<file path="src/rtl/ram_load_sequencer.sv">
// rtl/ram_load_sequencer.sv - streams DEPTH bytes into the memory demux, one location per accepted byte
module ram_load_sequencer #(
  parameter int DATA_W = 8,
  parameter int DEPTH  = 16,
  parameter int SEL_W  = 4
) (
  input  logic              clk,
  input  logic              rst_n,
  input  logic              start,
  input  logic              abort,
  input  logic              in_valid,
  input  logic [DATA_W-1:0] in_data,
  output logic              in_ready,
  output logic [SEL_W-1:0]  sel,
  output logic [DATA_W-1:0] wr_data,
  output logic              wr_en,
  output logic              busy,
  output logic              done,
  output logic [SEL_W:0]    count
);

  typedef enum logic [1:0] {
    S_IDLE = 2'd0,
    S_LOAD = 2'd1,
    S_DONE = 2'd2
  } state_t;

  localparam logic [SEL_W:0] DEPTH_C   = (SEL_W+1)'(DEPTH);
  localparam logic [SEL_W:0] LAST_ADDR = (SEL_W+1)'(DEPTH - 1);

  state_t              state_q, state_d;
  logic [SEL_W:0]      addr_q, addr_d;
  logic [SEL_W:0]      count_q, count_d;
  logic [SEL_W-1:0]    sel_q, sel_d;
  logic [DATA_W-1:0]   wr_data_q, wr_data_d;
  logic                wr_en_q, wr_en_d;
  logic                accept;

  // Ready depends on registered state only, so it never combinationally follows in_valid.
  assign in_ready = (state_q == S_LOAD) && (addr_q < DEPTH_C);
  assign accept   = in_valid & in_ready;

  assign sel     = sel_q;
  assign wr_data = wr_data_q;
  assign wr_en   = wr_en_q;
  assign busy    = (state_q == S_LOAD);
  assign done    = (state_q == S_DONE);
  assign count   = count_q;

  always_ff @(posedge clk or negedge rst_n) begin
    if (!rst_n) begin
      state_q   <= S_IDLE;
      addr_q    <= '0;
      count_q   <= '0;
      sel_q     <= '0;
      wr_data_q <= '0;
      wr_en_q   <= 1'b0;
    end else begin
      state_q   <= state_d;
      addr_q    <= addr_d;
      count_q   <= count_d;
      sel_q     <= sel_d;
      wr_data_q <= wr_data_d;
      wr_en_q   <= wr_en_d;
    end
  end

  always_comb begin
    state_d   = state_q;
    addr_d    = addr_q;
    count_d   = count_q;
    sel_d     = sel_q;
    wr_data_d = wr_data_q;
    wr_en_d   = 1'b0;

    case (state_q)
      S_IDLE: begin
        if (start) begin
          state_d = S_LOAD;
          addr_d  = '0;
          count_d = '0;
        end
      end

      S_LOAD: begin
        // Abort takes priority: a byte handshaken in the same cycle is dropped.
        if (abort) begin
          state_d = S_IDLE;
        end else if (accept) begin
          sel_d     = addr_q[SEL_W-1:0];
          wr_data_d = in_data;
          wr_en_d   = 1'b1;
          addr_d    = addr_q + 1'b1;
          count_d   = count_q + 1'b1;
          if (addr_q == LAST_ADDR) begin
            state_d = S_DONE;
          end
        end
      end

      S_DONE: begin
        if (start) begin
          state_d = S_LOAD;
          addr_d  = '0;
          count_d = '0;
        end
      end

      default: begin
        state_d = S_IDLE;
      end
    endcase
  end

endmodule

</file>
<file path="config.mk">
export PLATFORM = sky130hd
export DESIGN_NAME = ram_load_sequencer
export DESIGN_NICKNAME = d
export VERILOG_FILES = /design/src/rtl/ram_load_sequencer.sv
export SDC_FILE = /design/constraint.sdc
export NUM_CORES = 1
export LEC_CHECK = 0
export ABC_CLOCK_PERIOD_IN_PS = 2250
export BUFFER_PORTS_ARGS = -buffer_cell sky130_fd_sc_hd__clkbuf_2
export CELL_PAD_IN_SITES_DETAIL_PLACEMENT = 0
export CELL_PAD_IN_SITES_GLOBAL_PLACEMENT = 2
export CORE_MARGIN = 2
export CORE_UTILIZATION = 35
export CTS_CLUSTER_DIAMETER = 120
export DETAILED_ROUTE_END_ITERATION = 16
export PLACE_DENSITY_LB_ADDON = 0.12
export SYNTH_ARGS = -nofsm -noshare
export SYNTH_HDL_FRONTEND = slang
export SYNTH_SLANG_ARGS = --single-unit
</file>
<file path="constraint.sdc">
create_clock -name clk -period 2.25 [get_ports clk]
set_input_delay 0.1125 -clock clk [delete_from_list [all_inputs] [get_ports clk]]
set_output_delay 0.1125 -clock clk [all_outputs]
set_load 0.05 [all_outputs]
</file>
; After elaboration in Yosys (flattened, before gate mapping)
; Cells that the tools add are included.
[word_totals]
register_bits = 25
input_bits = 13
out_inout_bits = 21
word_cells = 41
[classes]
add_sub_neg = 2
order_cmp = 1
n_eq_ne = 8
muxes = 15
bitwise = 2
reduce_logical = 7
[op_table]
columns = cell, n
row1 = 2-to-1 mux 5 bit, 5
row2 = case mux 5 bit (2 select lines), 2
row3 = adder 5 x 1 -> 5 bit (second input constant), 2
row4 = 2-to-1 mux 2 bit, 4
row5 = inequality test 3 x 2 -> 1 bit (second input constant), 2
row6 = AND reduction 3 bit, 2
row7 = equality test 5 x 4 -> 1 bit (second input constant), 1
row8 = < comparator 5 bit (second input constant), 1
row9 = inequality test 2 x 1 -> 1 bit (second input constant), 2
row10 = case mux 2 bit (2 select lines), 1
row11 = AND reduction 4 bit, 1
row12 = 2-to-1 mux 1 bit, 3
row13 = equality test 2 x 1 -> 1 bit (second input constant), 1
row14 = equality test 2 bit (second input constant), 1
row15 = zero test 2 bit, 1
row16 = inequality test 2 bit (second input constant), 1
row17 = nonzero test 2 bit, 1
row18 = OR reduction 2 bit, 1
row19 = bitwise AND 1 bit, 1
row20 = logical AND 1 bit, 1
row21 = inverter 1 bit, 1

; Depth between registers and ports, before layout
[depth]
ltp_word = 6
mapped_depth = 5
mapped_depth_nobuf = 5

; Worst setup path after synthesis
; OpenSTA, ideal clock, no wires.
[synth_path]
path_type = register to output
from = reg state_q[1]
to = out in_ready
t_arrival_ps = 1679
required_ps = 2138
setup_slack_ps = 458
path_stages_with_launch = 3
n_path_buf = 0
cell_sequence = dfrtp_1 -> nor2b_1 -> and2_1
[synth_between]
elab_chain_len = 2
[synth_rtl]
columns = item, line_no
row1 = "start, declared", 31  ; state_t state_q, state_d;
row2 = "start signal, assigned", 59  ; state_q <= state_d;
row3 = equality test 2 x 1 -> 1 bit, -
row4 = named net busy, 17  ; output logic busy,
row5 = logical AND 1 bit, 40  ; assign in_ready = (state_q == S_LOAD) && (addr_q < DEPTH_C);
row6 = "end, declared", 13  ; output logic in_ready,
; The timed path passes the listed nets, and every way through them passes these cells.

; Worst setup path after layout
[layout_path]
from = reg state_q[1]
to = reg wr_data_q[2], in the netlist wr_data[2]
[layout_between]
elab_chain_len = 4
[layout_rtl]
columns = item, line_no
row1 = equality test 2 x 1 -> 1 bit *, "40, 76"
row2 = logical AND 1 bit, 40
row3 = bitwise AND 1 bit, 41  ; assign accept = in_valid & in_ready;
row4 = AND reduction 3 bit (no source line) *, -
row5 = "end signal, assigned", 63  ; wr_data_q <= wr_data_d;
row6 = "end, declared", 35  ; logic [DATA_W-1:0] wr_data_q, wr_data_d;
; Every way passes the cells marked *; elsewhere a longest branch is shown, timed or not.
; A chain may end at the register's enable or synchronous reset.

==> results by group <==
Setup path
  • Critical path's slowest cell: dfrtp_1
  • Crit path DAT: 1.75 ns
  • Reg2Reg Setup Slack: 0.73 ns
  • Worst r2r dst: wr_data[2]
  • Required time worst endpoint: 2.48 ns
  • Setup CP Type: reg2reg
  • Max stage delay on crit path: 0.46 ns
  • Delay-heaviest family, CP: simple AND/OR/NAND/NOR gates
  • Startpoint type of the worst setup path: register
  • CP Max Fanout: 17
  • Reg2reg start: state_q[1]
  • Crit-path cells: nor3b_4, nand2_4, clkinv_4, mux2_2
  • Worst r2r path cells: 4
  • Crit path from: state_q[1]
  • CP endpoint: wr_data[2]
  • WP buf/inv: 1
  • WP depth: 4
  • CP Capture Type: register

Placement
  • Buffers on Ports: 33
  • GP Congestion: 0.768
  • DP Worst Slack: 0.723 ns
  • Final HPWL DP: 1.54 mm

Synthesis
  • Netlist Area Pre-Place: 1120 um^2
  • Post-Synth Simple-Gate Area: 12.2%
  • Synth Area in Compound Gates: 8.90%
  • Main area contributors after synthesis: dfrtp_1, mux2_2, a22o_1
  • Post-synth ARST share: 100%
  • Post-synth top area share: 55.6%
  • XOR/XNOR share of the synthesized area: 2.34%
  • Synth warnings: 0
  • Mapped Nets: 97
  • Sequential area share after synthesis: 55.6%
  • Post-Synthesis Cells: 81
  • Yosys cell types: 30
  • Largest family of logic cells by synthesized area: multiplexers
  • Avg Inst Size Synth: 13.9 um^2
  • Multiplexer share of the synthesized area: 14.3%
  • Top_reg_cell synth: dfrtp_1
  • Number of synthesized flops with an enable pin: 0
  • Synth Register Bits: 25
  • Synth area leader: dfrtp_1
  • Adder-Cell Fraction of Synth Area: 3.34%

Timing
  • Final setup fails: 0
  • Period utilization: 67.7%
  • Worst Tran Pin Value: 0.593 ns
  • Setup TNS: 0 ns
  • Period minus WS final: 1.52 ns
  • Final setup margin: 0.726 ns
  • Fmax: 0.656 GHz
  • Worst Skew: 0.00167 ns
  • Final Hold Fails: 0
  • Unrepaired setup endpoints after global routing: false
  • Max Slew Vio Count: 0
  • Slew margin rel.: 60.5%

CTS
  • Htree depth: 1
  • PostCTS Resize Cnt: 0
  • Worst-skew pair later-pin latency: 0.32 ns
  • Post-CTS setup buffers: 0
  • Hold bufs inserted after CTS: 4
  • Clk buf depth: 2
  • Clk slew on worst S/H paths: 0.15 ns
  • Clock Tree Root: clkbuf_4
  • CTS tree: built
  • CTS Buf Count: 3
  • CTS sink cnt: 25

Layout
  • Commonest non-fill, non-tap cell in the layout: clkbuf_2
  • Most frequent cells in the layout: clkbuf_2, dfrtp_1, mux2_2
  • Multi-input logic area: 463 um^2
  • Layout cells sized above 1: 44.4%
  • Filler cells: 316
  • Final #Nets: 143
  • N_diodes: 0
  • Area occupied by registers: 626 um^2
  • Finished Core Util: 47.4%
  • Layout Area Growth over Synthesis: 28.6%

Power
  • Sw Ratio: 42.6%
  • Comb pwr share: 38.9%
  • Int Power: 745 uW
  • Worst vdd ir: 581 uV
  • Pwr dens: 897 nW/um^2
  • Psw: 552 uW
  • Lkg Pwr: 0.000745 uW
  • Sequential power share: 44.4%
  • Clk pwr share: 16.7%

Route
  • Vias/cell: 4.69
  • Initial DRC count: 22
  • Drt pass-1 iters: 4
  • # DRC: 0
  • Routed WL: 2.19 mm
  • Post-DRT Antenna Nets: 0
  • Via count: 797
  • Detailed-route wire length per cell: 12.9 um

Floorplan
  • I/O Pins: 34
  • Initial core utilization: 36.8%
  • Die height: 60.7 um
  • Die Wd: 60.7 um
  • Core Region: 3050 um^2
  • Die ar.: 3680 um^2
  • Rows: 20

Global route
  • First-pass GRT wire length: 3.58 mm
  • GRT Resource Usage Total: 13.5%
  • Largest net degree at the start of global routing: 26
  • Initial antenna violation count: 0
  • Vias in the first global route: 766
  • Gr ovfl total: 0

Run status
  • Status: finished, final reports clean

Worst hold path
  • Min-Delay Path Class: in2reg

Flow run
  • MaxCap Viol Count: 0
[worst min-delay path, cell delays in order]
cell and delay (ns):
clkbuf_2 0.08, inv_1 0.03, o2bb2ai_1 0.11
[worst min-delay path by stage]
stage	startpoint	to	cells after the start	slack [ns]
2_1_floorplan	rst_n	addr_q[0]	0	-0.18
3_3_place_gp	rst_n	wr_data[1]	1	0.16
3_5_place_dp	rst_n	wr_data[1]	1	0.15
4_1_cts	in_data[2]	wr_data[2]	2	0.00007
5_1_grt	start	state_q[1]	3	0.02
6_report	start	state_q[1]	3	0.05
[synthesized netlist by cell type (2+ instances only)]
library cell / number
a21o_1: 2
a22o_1: 5
and2b_1: 2
dfrtp_1: 25
ha_1: 3
inv_1: 2
mux2_2: 12
nand2b_1: 3
nand3_1: 3
nor2_1: 2
xnor2_1: 3
[metrics by stage]
| stage | hold WS [ns] | std cells | power (uW) | cell area (um^2) |
|---|---|---|---|---|
| final | 0.0468 | 170 | 1300 | 1450 |
| after global routing | 0.0174 | 170 | 1380 | 1450 |
| after CTS | 0.0000705 | 165 | 1310 | 1400 |
| after detailed placement | 0.154 | 157 | 1080 | 1330 |
| after global placement | 0.155 | 157 | 1080 | 1330 |
| after floorplan | -0.183 | 81 | 962 | 1120 |
[power groups by stage]
| stage | clock [uW] | combinational, uW | sequential (uW) |
|---|---|---|---|
| 4_1_cts | 227 | 502 | 578 |
| 3_3_place_gp | 0 | 494 | 584 |
| 6_report | 217 | 505 | 575 |
| 5_1_grt | 254 | 532 | 590 |
| 2_1_floorplan | 0 | 141 | 821 |
| 3_5_place_dp | 0 | 497 | 585 |
[flip-flops by register name, summed over array words and instances (netlist names)]
register,flops
wr_data,8
addr_q,5
count,5
sel,4
state_q,2
wr_en,1
[routing by layer]
metal	vias to the layer above	GRT usage [%]	wire, um
met4	0	5.59	18
met3	2	4.05	87
li1	380	-	-
met1	395	18.7	987
met2	20	19.8	1090
met5	-	0	0
[cells by family after synthesis]
group                    count (synthesis)
AND/OR/NAND/NOR                         20
multiplexers                            14
adder cells (fa/ha/maj)                  3
flip-flops                              25
XOR/XNOR                                 3
AO/OA/AOI/OAI                           12
buffers and inverters                    4
[cell type report]
type                       instances  share of cell area (%)
multi-input combinational         52                    32.0
clock inverter                     1                   0.606
tap                               44                    3.81
sequential                        25                    43.3
clock buffer                       3                    1.56
inverter                           3                    1.12
timing repair buffer              42                    17.6
Note: power is estimated with default switching activity, not from simulation.
